===== src/rtl/sspim_pkg.sv =====
// sspim_pkg -- shared definitions for the single-SPI master sequencer.
//
// Contents:
//   SSPIM_DIV_W     default width of the SCK half-period divider
//   SSPIM_OP_*      operation type encodings (2'b11 behaves as write-read)
//   sspim_state_e   sequencer states
//   sspim_reads     true when an op type captures receive data
//   sspim_tx_byte   selects transmit byte idx (0 = wr_data[31:24]),
//                   or 8'h00 for read-only ops

package sspim_pkg;

    localparam int SSPIM_DIV_W = 8;

    localparam logic [1:0] SSPIM_OP_WR   = 2'b00;
    localparam logic [1:0] SSPIM_OP_RD   = 2'b01;
    localparam logic [1:0] SSPIM_OP_WRRD = 2'b10;

    typedef enum logic [1:0] {
        IDLE  = 2'd0,
        SETUP = 2'd1,
        XFER  = 2'd2,
        HOLD  = 2'd3
    } sspim_state_e;

    function automatic logic sspim_reads(input logic [1:0] op);
        return op != SSPIM_OP_WR;
    endfunction

    function automatic logic [7:0] sspim_tx_byte(input logic [31:0] data,
                                                 input logic [1:0]  idx,
                                                 input logic [1:0]  op);
        logic [31:0] aligned;
        aligned = data << {idx, 3'b000};
        return (op == SSPIM_OP_RD) ? 8'h00 : aligned[31:24];
    endfunction

endpackage


===== src/rtl/sspim_clkgen.sv =====
// sspim_clkgen -- SCK half-period divider for the SPI master sequencer.
//
// Counts 0..hm1 while 'run' is high; the last count of each half period
// raises phase_end. At a phase end with 'tgl' high the SCK phase flips.
// 'park' forces the phase back to the idle level for the next cycle.
//
// Ports:
//   clk, reset_n   clock, asynchronous active-low reset
//   run            sequencer is in an active state this cycle
//   tgl            flip the SCK phase at the end of this half period
//   park           next cycle is idle; return SCK to its idle level
//   idle_lvl       SCK idle level to use for the next cycle
//   hm1            half period minus one (latched divider)
//   phase_end      last cycle of the current half period
//   phase_hi       current half period is the non-idle SCK level
//   div_nxt        divider count for the next cycle
//   hi_nxt         phase_hi for the next cycle
//   sck_int        registered serial clock

module sspim_clkgen
    import sspim_pkg::*;
#(
    parameter int DIV_W = SSPIM_DIV_W
) (
    input  logic             clk,
    input  logic             reset_n,
    input  logic             run,
    input  logic             tgl,
    input  logic             park,
    input  logic             idle_lvl,
    input  logic [DIV_W-1:0] hm1,
    output logic             phase_end,
    output logic             phase_hi,
    output logic [DIV_W-1:0] div_nxt,
    output logic             hi_nxt,
    output logic             sck_int
);

    logic [DIV_W-1:0] div_q;

    // Next values are exported so the sequencer can decode its registered
    // outputs for the coming cycle from the same counter state.
    always_comb begin
        phase_end = run && (div_q == hm1);
        div_nxt   = (run && !phase_end) ? div_q + 1'b1 : '0;
        hi_nxt    = phase_hi;
        if (park) begin
            hi_nxt = 1'b0;
        end else if (phase_end && tgl) begin
            hi_nxt = ~phase_hi;
        end
    end

    always_ff @(posedge clk or negedge reset_n) begin
        if (!reset_n) begin
            div_q    <= '0;
            phase_hi <= 1'b0;
            sck_int  <= 1'b0;
        end else begin
            div_q    <= div_nxt;
            phase_hi <= hi_nxt;
            sck_int  <= idle_lvl ^ hi_nxt;
        end
    end

endmodule


===== src/rtl/sspim_ctl.sv =====
// sspim_ctl -- sequencer for the single-SPI master shift interface.
//
// Runs one 1..4 byte transaction per accepted request (write, read or
// write-read). SCK half period is cfg_sck_div+1 clocks. All outputs come
// straight from flops: the next-cycle state is decoded and registered.
//
// Build option:
//   SSPIM_CPOL_EN  adds cfg_cpol; SCK idles at the latched cfg_cpol level
//                  and both phases are inverted. While idle, sck_int
//                  follows cfg_cpol from the first clock after reset.
//
// Ports:
//   clk, reset_n      clock, asynchronous active-low reset
//   op_req            start request (level), accepted only when idle
//   cfg_op_type       00 write, 01 read, 10/11 write-read
//   cfg_xfr_len       byte count minus one
//   cfg_sck_div       SCK half period minus one
//   cfg_cpol          (SSPIM_CPOL_EN only) SCK idle level
//   wr_data           transmit bytes, first byte in [31:24]
//   rd_data           receive bytes shifted in from the right
//   busy / op_done    op in progress / one-cycle completion pulse
//   sck_int, cs_int_n serial clock and active-low chip select
//   load_byte         load byte_out into the shift register
//   byte_out          byte to transmit
//   sck_active        qualifies shift/sample
//   shift / sample    drive next bit / capture incoming bit
//   byte_in           received byte from the shift interface

module sspim_ctl
    import sspim_pkg::*;
#(
    parameter int DIV_W = SSPIM_DIV_W
) (
    input  logic             clk,
    input  logic             reset_n,
    input  logic             op_req,
    input  logic [1:0]       cfg_op_type,
    input  logic [1:0]       cfg_xfr_len,
    input  logic [DIV_W-1:0] cfg_sck_div,
`ifdef SSPIM_CPOL_EN
    input  logic             cfg_cpol,
`endif
    input  logic [31:0]      wr_data,
    output logic [31:0]      rd_data,
    output logic             busy,
    output logic             op_done,
    output logic             sck_int,
    output logic             cs_int_n,
    output logic             load_byte,
    output logic [7:0]       byte_out,
    output logic             sck_active,
    output logic             shift,
    output logic             sample,
    input  logic [7:0]       byte_in
);

    sspim_state_e     state_q, state_d;
    logic [1:0]       op_q, op_d;
    logic [1:0]       len_q, len_d;
    logic [DIV_W-1:0] hm1_q, hm1_d;
    logic [31:0]      wr_q, wr_d;
    logic [2:0]       bit_q, bit_d;
    logic [1:0]       byte_q, byte_d;
    logic             cap_q, cap_d;

    logic             phase_end, phase_hi, hi_d;
    logic [DIV_W-1:0] div_d;
    logic             idle_d;

    logic             load_d, shift_d, sample_d, done_d, active_d;
    logic [7:0]       byte_out_d;

`ifdef SSPIM_CPOL_EN
    logic cpol_q;

    always_ff @(posedge clk or negedge reset_n) begin
        if (!reset_n) begin
            cpol_q <= 1'b0;
        end else if (state_q == IDLE && op_req) begin
            cpol_q <= cfg_cpol;
        end
    end

    assign idle_d = (state_q == IDLE) ? cfg_cpol : cpol_q;
`else
    assign idle_d = 1'b0;
`endif

    sspim_clkgen #(.DIV_W(DIV_W)) u_clkgen (
        .clk       (clk),
        .reset_n   (reset_n),
        .run       (state_q != IDLE),
        .tgl       (state_q != HOLD),
        .park      (state_d == IDLE),
        .idle_lvl  (idle_d),
        .hm1       (hm1_q),
        .phase_end (phase_end),
        .phase_hi  (phase_hi),
        .div_nxt   (div_d),
        .hi_nxt    (hi_d),
        .sck_int   (sck_int)
    );

    // HOLD is the low half of the final bit, so XFER leaves straight after
    // the last sample. bit/byte counters advance at the end of a low half.
    always_comb begin
        state_d = state_q;
        op_d    = op_q;
        len_d   = len_q;
        hm1_d   = hm1_q;
        wr_d    = wr_q;
        bit_d   = bit_q;
        byte_d  = byte_q;
        cap_d   = 1'b0;
        case (state_q)
            IDLE: begin
                if (op_req) begin
                    state_d = SETUP;
                    op_d    = cfg_op_type;
                    len_d   = cfg_xfr_len;
                    hm1_d   = cfg_sck_div;
                    wr_d    = wr_data;
                    bit_d   = '0;
                    byte_d  = '0;
                end
            end
            SETUP: begin
                if (phase_end) begin
                    state_d = XFER;
                end
            end
            XFER: begin
                if (phase_end) begin
                    if (phase_hi) begin
                        cap_d = (bit_q == 3'd7) && sspim_reads(op_q);
                        if (bit_q == 3'd7 && byte_q == len_q) begin
                            state_d = HOLD;
                        end
                    end else begin
                        bit_d = bit_q + 3'd1;
                        if (bit_q == 3'd7) begin
                            byte_d = byte_q + 2'd1;
                        end
                    end
                end
            end
            HOLD: begin
                if (phase_end) begin
                    state_d = IDLE;
                end
            end
            default: state_d = IDLE;
        endcase
    end

    // Next-cycle strobes. The next byte is loaded together with the shift
    // that closes bit 6 of the current byte, so the shifter never starves.
    always_comb begin
        active_d = (state_d != IDLE);
        load_d   = ((state_d == SETUP) && (div_d == '0)) ||
                   ((state_d == XFER) && !hi_d && (div_d == hm1_d) &&
                    (bit_d == 3'd6) && (byte_d < len_d));
        shift_d  = ((state_d == SETUP) || ((state_d == XFER) && !hi_d)) &&
                   (div_d == hm1_d);
        sample_d = (state_d == XFER) && hi_d && (div_d == hm1_d);
        done_d   = (state_q == HOLD) && phase_end;
        byte_out_d = byte_out;
        if (load_d) begin
            byte_out_d = sspim_tx_byte(wr_d,
                                       (state_d == SETUP) ? 2'd0 : byte_d + 2'd1,
                                       op_d);
        end
    end

    always_ff @(posedge clk or negedge reset_n) begin
        if (!reset_n) begin
            state_q    <= IDLE;
            op_q       <= '0;
            len_q      <= '0;
            hm1_q      <= '0;
            wr_q       <= '0;
            bit_q      <= '0;
            byte_q     <= '0;
            cap_q      <= 1'b0;
            cs_int_n   <= 1'b1;
            busy       <= 1'b0;
            op_done    <= 1'b0;
            load_byte  <= 1'b0;
            byte_out   <= '0;
            sck_active <= 1'b0;
            shift      <= 1'b0;
            sample     <= 1'b0;
        end else begin
            state_q    <= state_d;
            op_q       <= op_d;
            len_q      <= len_d;
            hm1_q      <= hm1_d;
            wr_q       <= wr_d;
            bit_q      <= bit_d;
            byte_q     <= byte_d;
            cap_q      <= cap_d;
            cs_int_n   <= !active_d;
            busy       <= active_d;
            op_done    <= done_d;
            load_byte  <= load_d;
            byte_out   <= byte_out_d;
            sck_active <= active_d;
            shift      <= shift_d;
            sample     <= sample_d;
        end
    end

    // The interface assembles byte_in during the cycle after the 8th
    // sample; it is taken at the end of that cycle.
    always_ff @(posedge clk or negedge reset_n) begin
        if (!reset_n) begin
            rd_data <= '0;
        end else if (cap_q) begin
            rd_data <= {rd_data[23:0], byte_in};
        end
    end

endmodule


===== config.mk =====
export PLATFORM = sky130hd
export DESIGN_NAME = sspim_ctl
export DESIGN_NICKNAME = d
export VERILOG_FILES = /design/src/rtl/sspim_pkg.sv /design/src/rtl/sspim_clkgen.sv /design/src/rtl/sspim_ctl.sv
export SDC_FILE = /design/constraint.sdc
export NUM_CORES = 1
export LEC_CHECK = 0
export ABC_AREA = 1
export CAP_MARGIN = 20
export CORE_MARGIN = 2
export CORE_UTILIZATION = 60
export DETAILED_ROUTE_END_ITERATION = 7
export DONT_BUFFER_PORTS = 1
export GPL_TIMING_DRIVEN = 0
export PLACE_DENSITY_LB_ADDON = 0.08
export SYNTH_ARGS = -nofsm -noshare
export SYNTH_HDL_FRONTEND = slang
export SYNTH_HIERARCHICAL = 1
export SYNTH_SLANG_ARGS = --single-unit

===== constraint.sdc =====
create_clock -name clk -period 3.05 [get_ports clk]
set_input_delay 0.305 -clock clk [delete_from_list [all_inputs] [get_ports clk]]
set_output_delay 0.305 -clock clk [all_outputs]
set_load 0.02 [all_outputs]

## Yosys cells after proc, flatten, opt, wreduce, memory -nomap -nowiden

Cells that the tools add are included.

| word-level totals | value |
|---|---|
| register bits | 107 |
| bits in latches | 0 |
| memory bits (writable) | 0 |
| ROM bits | 0 |
| bits of input ports | 55 |
| output and inout port bits | 48 |
| logic and storage cells | 94 |
| memories kept | 0 |

| cells by class | value |
|---|---|
| add/sub/neg operators | 4 |
| $mul | 0 |
| divide/modulo/power cells | 0 |
| order comparisons | 1 |
| eq/ne operators | 12 |
| shift operators | 1 |
| mux-type cells | 32 |
| bitwise logic cells | 1 |
| reductions and logical operators | 25 |

Operators by type and width:

| cell | count |
|---|---|
| 32-bit two-way mux | 2 |
| 8-bit two-way mux | 4 |
| 32-bit by 5-bit left shift with 32-bit output | 1 |
| 2-bit two-way mux | 15 |
| 8-bit equality test | 2 |
| 1-bit logical AND | 14 |
| 3-bit two-way mux | 3 |
| 8-bit by 1-bit adder with 8-bit output (second input constant) | 1 |
| 8-bit zero test | 1 |
| 2-bit case mux with 4 select lines | 1 |
| 2-bit by 1-bit equality test with 1-bit output (second input constant) | 3 |
| 2-bit equality test (second input constant) | 3 |
| 3-bit equality test (second input constant) | 2 |
| 3-bit case mux with 2 select lines | 1 |
| 2-bit nonzero test | 3 |
| 1-bit two-way mux | 5 |
| 2-bit by 1-bit adder with 2-bit output (second input constant) | 2 |
| 2-bit zero test | 2 |
| 2-bit case mux with 2 select lines | 1 |
| 3-bit by 1-bit adder with 3-bit output (second input constant) | 1 |
| 1-bit zero test | 3 |
| 2-bit equality test | 1 |
| 1-bit logical OR | 2 |
| 2-bit < comparator | 1 |
| other kinds (2) | 2 |

## Logic depth before layout (Yosys ltp)

| logic depth | value |
|---|---|
| depth in word-level cells | 14 |
| mapped depth | 23 |
| gate-level depth less buffers | 23 |

## Hierarchy

Netlist, hierarchy kept.

By module, submodules not included:

| module | instances | cells an instance | area an instance (µm²) | seq. area each (µm²) |
|---|---|---|---|---|
| sspim_ctl | 1 | 562 | 4535.6 | 2453.6 |
| sspim_clkgen | 1 | 98 | 648.1 | 250.2 |

## Worst setup path after synthesis

No wires, ideal clock.

| timing | value |
|---|---|
| path type | register to register |
| start | register u_clkgen.div_q[5] |
| end | register byte_out[0] |
| library setup time | 65 ps |
| arrival | 2603 ps |
| required time | 2985 ps |
| slack | 381 ps |
| cell stages (with the launch flop) | 23 |
| buffers on the path | 0 |
| clock period less this slack | 2669 ps |
| path through | dfrtp_1 -> nand2_1 -> nand2_1 -> nor2_1 -> nand2_1 -> nor2_4 -> inv_1 -> nor2_1 -> inv_1 -> nor2_1 -> nand3b_1 -> nand2_1 -> nand2_1 -> nand2_1 -> inv_1 -> ha_1 -> nand2_1 -> nand3_1 -> nor2_1 -> nand2_4 -> nand2_4 -> nand3_1 -> nand2_1 |

| between the ends | value |
|---|---|
| elaborated cells between the ends (all ways) | 35 |
| classes of those cells | add/sub (2); order compare (1); eq/ne (5); shift (1); mux (13); reduce/logical (13) |

RTL lines:

| element | line | text |
|---|---|---|
| start: declaration | sspim_clkgen.sv:39 | `logic [DIV_W-1:0] div_q;` |
| start signal: assignment | sspim_clkgen.sv:60 | `div_q <= div_nxt;` |
| 8-bit equality test | sspim_clkgen.sv:44 | `phase_end = run && (div_q == hm1);` |
| 1-bit logical AND | sspim_clkgen.sv:44 |  |
| net phase_end | sspim_ctl.sv:66 | `logic phase_end, phase_hi, hi_d;` |
| 2-bit two-way mux | sspim_ctl.sv:133 | `if (phase_end) begin` |
| 2-bit case mux with 2 select lines | sspim_ctl.sv:115 | `case (state_q)` |
| net byte_d[1] | sspim_ctl.sv:63 | `logic [1:0] byte_q, byte_d;` |
| 2-bit < comparator | sspim_ctl.sv:162 | `(bit_d == 3'd6) && (byte_d < len_d));` |
| 1-bit logical AND | sspim_ctl.sv:162 |  |
| 1-bit logical OR | sspim_ctl.sv:160 | `load_d = ((state_d == SETUP) && (div_d == '0)) \|\|` |
| net load_d | sspim_ctl.sv:70 | `logic load_d, shift_d, sample_d, done_d, active_d;` |
| end signal: assignment | sspim_ctl.sv:206 | `byte_out <= byte_out_d;` |
| end: declaration | sspim_ctl.sv:50 | `output logic [7:0] byte_out,` |

The timed path passes the listed nets, and every way through them passes these cells.
A chain may end at the register's enable or synchronous reset.

## Final worst setup path

| timing | value |
|---|---|
| start | register hm1_q[1] |
| end | register byte_out[3] |

| between the ends | value |
|---|---|
| elaborated cells between the ends (all ways) | 36 |
| classes of those cells | add/sub (1); order compare (1); eq/ne (5); shift (1); mux (15); reduce/logical (13) |

RTL lines:

| element | line | text |
|---|---|---|
| start: declaration | sspim_ctl.sv:60 | `logic [DIV_W-1:0] hm1_q, hm1_d;` |
| start signal: assignment | sspim_ctl.sv:197 | `hm1_q <= hm1_d;` |
| 8-bit equality test (*) | sspim_clkgen.sv:44 |  |
| 1-bit logical AND (*) | sspim_clkgen.sv:44 |  |
| net phase_end | sspim_ctl.sv:66 |  |
| 2-bit two-way mux (*) | sspim_ctl.sv:133 |  |
| 2-bit case mux with 2 select lines (*) | sspim_ctl.sv:115 |  |
| net byte_d[1] | sspim_ctl.sv:63 |  |
| 2-bit by 1-bit adder with 2-bit output | sspim_ctl.sv:170 | `(state_d == SETUP) ? 2'd0 : byte_d + 2'd1,` |
| 2-bit two-way mux | sspim_ctl.sv:170 |  |
| 32-bit by 5-bit left shift with 32-bit output | sspim_pkg.sv:34 | `aligned = data << {idx, 3'b000};` |
| 8-bit two-way mux | sspim_pkg.sv:35 | `return (op == SSPIM_OP_RD) ? 8'h00 : aligned[31:24];` |

The timed path passes the listed nets; every way through them passes the cells marked *.

==> impl_metrics.env <==
export IMPL_period_minus_slack_ps=2910
export IMPL_grt_pass1_vias=3988
export IMPL_dr_total_vias=4205
export IMPL_coreArea_um2=8300
export IMPL_syn_inst=660
export IMPL_antenna_cells=0
export IMPL_drive_gt1_share_pct=11.8
export IMPL_yosysTopAreaCell="dfrtp_1"
export IMPL_synth_area_leaders="dfrtp_1 52%, nand2_1 19%, nand3_1 6.2%, inv_1 4.6%, nor2_1 2.9%"
export IMPL_outcome="finished, final reports clean"
export IMPL_initial_core_util_pct=62.5
export IMPL_io_buffer_count=0
export IMPL_routedWlPerCell_um=14.6
export IMPL_ant_nets=0
export IMPL_maxSlewHeadroom_pct=65.2
export IMPL_grt_max_degree=109
export IMPL_max_freq_ghz=0.344
export IMPL_avgSynthCellArea_um2=7.85
export IMPL_final_common_cell="nand2_1"
export IMPL_crit_arrival_ps=3180
export IMPL_ir_drop_uv=328
export IMPL_met3_usage_pct=7.08
export IMPL_crit_chain="nor2_1, nor2_1, nor2_1, nand2_1, nor2_4, inv_2, nor2_4, inv_4, nor2_4, nand3b_1, nand2_1, nand2_1, nand2_1, inv_1, ha_1, nand2_1, nand3_2, nor2_4, buf_4, nand2_2, nand3_1, nand2_1"
export IMPL_vias_per_cell=5.28
export IMPL_antenna_found_initial=0
export IMPL_rows=33
export IMPL_reg2reg_depth=22
export IMPL_power_mw=3.00
export IMPL_grt_overflow_total=0
export IMPL_fp_dieH_um=97.0
export IMPL_critPathSlowestCell="dfrtp_1"
export IMPL_ctsRootBufferMaster="clkbuf_8"
export IMPL_synth_warnings=6
export IMPL_drc=0
export IMPL_min_path_type="in2reg"
export IMPL_met1_usage_pct=34.8
export IMPL_ys_types=34
export IMPL_crit_path_max_fanout=4
export IMPL_place_gp_congestion=0.846
export IMPL_drt_iter0_markers=210
export IMPL_multi_input_area_um2=2140
export IMPL_crit_top_cell="nand2_1"
export IMPL_fin_nets=746
export IMPL_cts_buffers=9
export IMPL_start_kind="flip-flop"
export IMPL_use_met2_pct=39.7
export IMPL_period_share_pct=95.4
export IMPL_critPathMaxStageDelay_ps=420
export IMPL_setup_violations=0
export IMPL_htree_levels=3
export IMPL_power_density_nw_per_um2=528
export IMPL_cts_tree="yes"
export IMPL_crit_family="simple AND/OR/NAND/NOR gates"
export IMPL_final_cell_mix="269 x nand2_1, 107 x dfrtp_1, 63 x nand3_1"
export IMPL_pre_cts_ws_ps=-137
export IMPL_cp_end_kind="flip-flop"
export IMPL_cp_depth=22
export IMPL_finClkSkew_ps=10.8
export IMPL_die_x_um=97.0
export IMPL_seq_area_um2=2700
export IMPL_cts_buffer_depth=2
export IMPL_io_pins=103
export IMPL_cts_sinks=108
export IMPL_dp_hpwl_mm=8.36
export IMPL_drt_pass1_iterations=4
export IMPL_worst_pin_slew_ps=523
export IMPL_fillCellCount=682
export IMPL_grtUsageTotal_pct=25.0
export IMPL_critical_path_required_ps=3320
export IMPL_ys_seq_elements=108
export IMPL_slew_violations=0
export IMPL_netlist_area_um2=5180
export IMPL_grt_busiest_layer="met2"
export IMPL_synth_top_area_share_pct=51.7
export IMPL_fin_ws_ps=140
export IMPL_dieArea_um2=9400
export IMPL_drv_cap=0
export IMPL_clock_latency_ps=370
export IMPL_path_clk_slew_ps=110
export IMPL_crit_type="reg2reg"
export IMPL_cellLeakagePower_nw=3.01
export IMPL_path_buf_inv=4
export IMPL_wirelength_mm=11.6
export IMPL_seq_area_frac_synth_pct=52.2
export IMPL_grt_pass1_wl_mm=19.2
export IMPL_hold_violations=0
export IMPL_area_growth_pct=9.75
export IMPL_hold_depth=2
[per-stage QoR]
step	setup TNS (ps)	util, %	std cells	instance area [µm²]	hold slack [ps]
after floorplan	0	-	661	5190	9.41
after global routing	-407	68.6	797	5690	28.8
after CTS	0	67.0	785	5560	39.0
after detailed placement	-927	64.1	766	5320	12.2
final	0	68.6	797	5690	44.3
after global placement	-477	64.1	766	5320	12.4
[flip-flops by register name, summed over array words and instances, names as in the netlist, 2 cells and up]
name and count:
bit_q 3, u_clkgen/div_q 8, rd_data 32, state_q 2, hm1_q 8, byte_q 2, op_q 2, wr_q 32
byte_out 8, len_q 2
[metal layers]
layer | vias up | share of wire [%]
met5 | - | 0
met2 | 104 | 48
met3 | 12 | 6.6
met4 | 0 | 1.1
met1 | 1971 | 45
li1 | 2118 | -
[worst register-to-register path, delay by kind of cell, from the launching register on]
kind	cells	cell delay [ps]
AND/OR/NAND/NOR	17	1750
adder cells (fa/ha/maj)	1	270
buffers and inverters	4	350
flip-flops	1	420
[worst paths after layout]
kind	startpoint	end	slack (ps)
max	hm1_q[1]$_DFF_PN0_	byte_out[3]$_DFFE_PN0P_	140
min	byte_in[2]	rd_data[2]$_DFFE_PN0P_	40
max reg2reg	hm1_q[1]$_DFF_PN0_	byte_out[3]$_DFFE_PN0P_	140
min reg2reg	wr_q[29]$_DFF_PN0_	wr_q[29]$_DFF_PN0_	490
max in group asynchronous	reset_n	rd_data[15]$_DFFE_PN0P_	2110
min in group asynchronous	reset_n	u_clkgen/div_q[6]$_DFF_PN0_	540
[layout make-up]
type / count / share of cell area (%)
Clock inverter: 7 / 1.14
Clock buffer: 9 / 2.18
Multi-Input combinational cell: 462 / 37.6
Timing Repair Buffer: 13 / 2.11
Inverter: 71 / 4.73
Buffer: 22 / 2.42
Sequential cell: 108 / 47.5
Tap cell: 105 / 2.31
[synthesized netlist by cell type, drive strengths merged]
cell type,instances
nor4,3
nand2,278
nor3b,3
clkbuf,10
nor3,4
xor2,1
inv,71
o211ai,1
o21ai,20
dfrtp,107
conb,1
nand3,69
mux2,2
nor2,44
a21oi,19
xnor2,1
nand3b,3
dfstp,1
buf,12
ha,4
nand4,5
o21a,1
[what timing repair did]
| item | CTS | global route |
|---|---|---|
| cloned | 0 | 2 |
| buffers inserted | 1 | 10 |
| pin swaps | 0 | 11 |
| endpoints found under the hold margin | 108 | 0 |
| endpoints found under the setup margin | 9 | 9 |
| hold buffers | 2 | 0 |
| resized for setup | 3 | 11 |
[cells by family after synthesis]
| kind of cell | count (synthesis) | synth area share (%) |
|---|---|---|
| AND/OR/NAND/NOR | 409 | 33.8 |
| flip-flops | 108 | 52.2 |
| buffers and inverters | 93 | 7.80 |
| AO/OA/AOI/OAI | 41 | 4.39 |
| adder cells (fa/ha/maj) | 4 | 0.966 |
| XOR/XNOR | 2 | 0.338 |
| multiplexers | 2 | 0.434 |
| other | 1 | 0.0723 |
[report_power, final]
part	internal, mW	switching, mW
registers	1.55	0.143
clock network	0.321	0.536
logic	0.155	0.302
No activity file was read; power rests on OpenSTA's default activity.
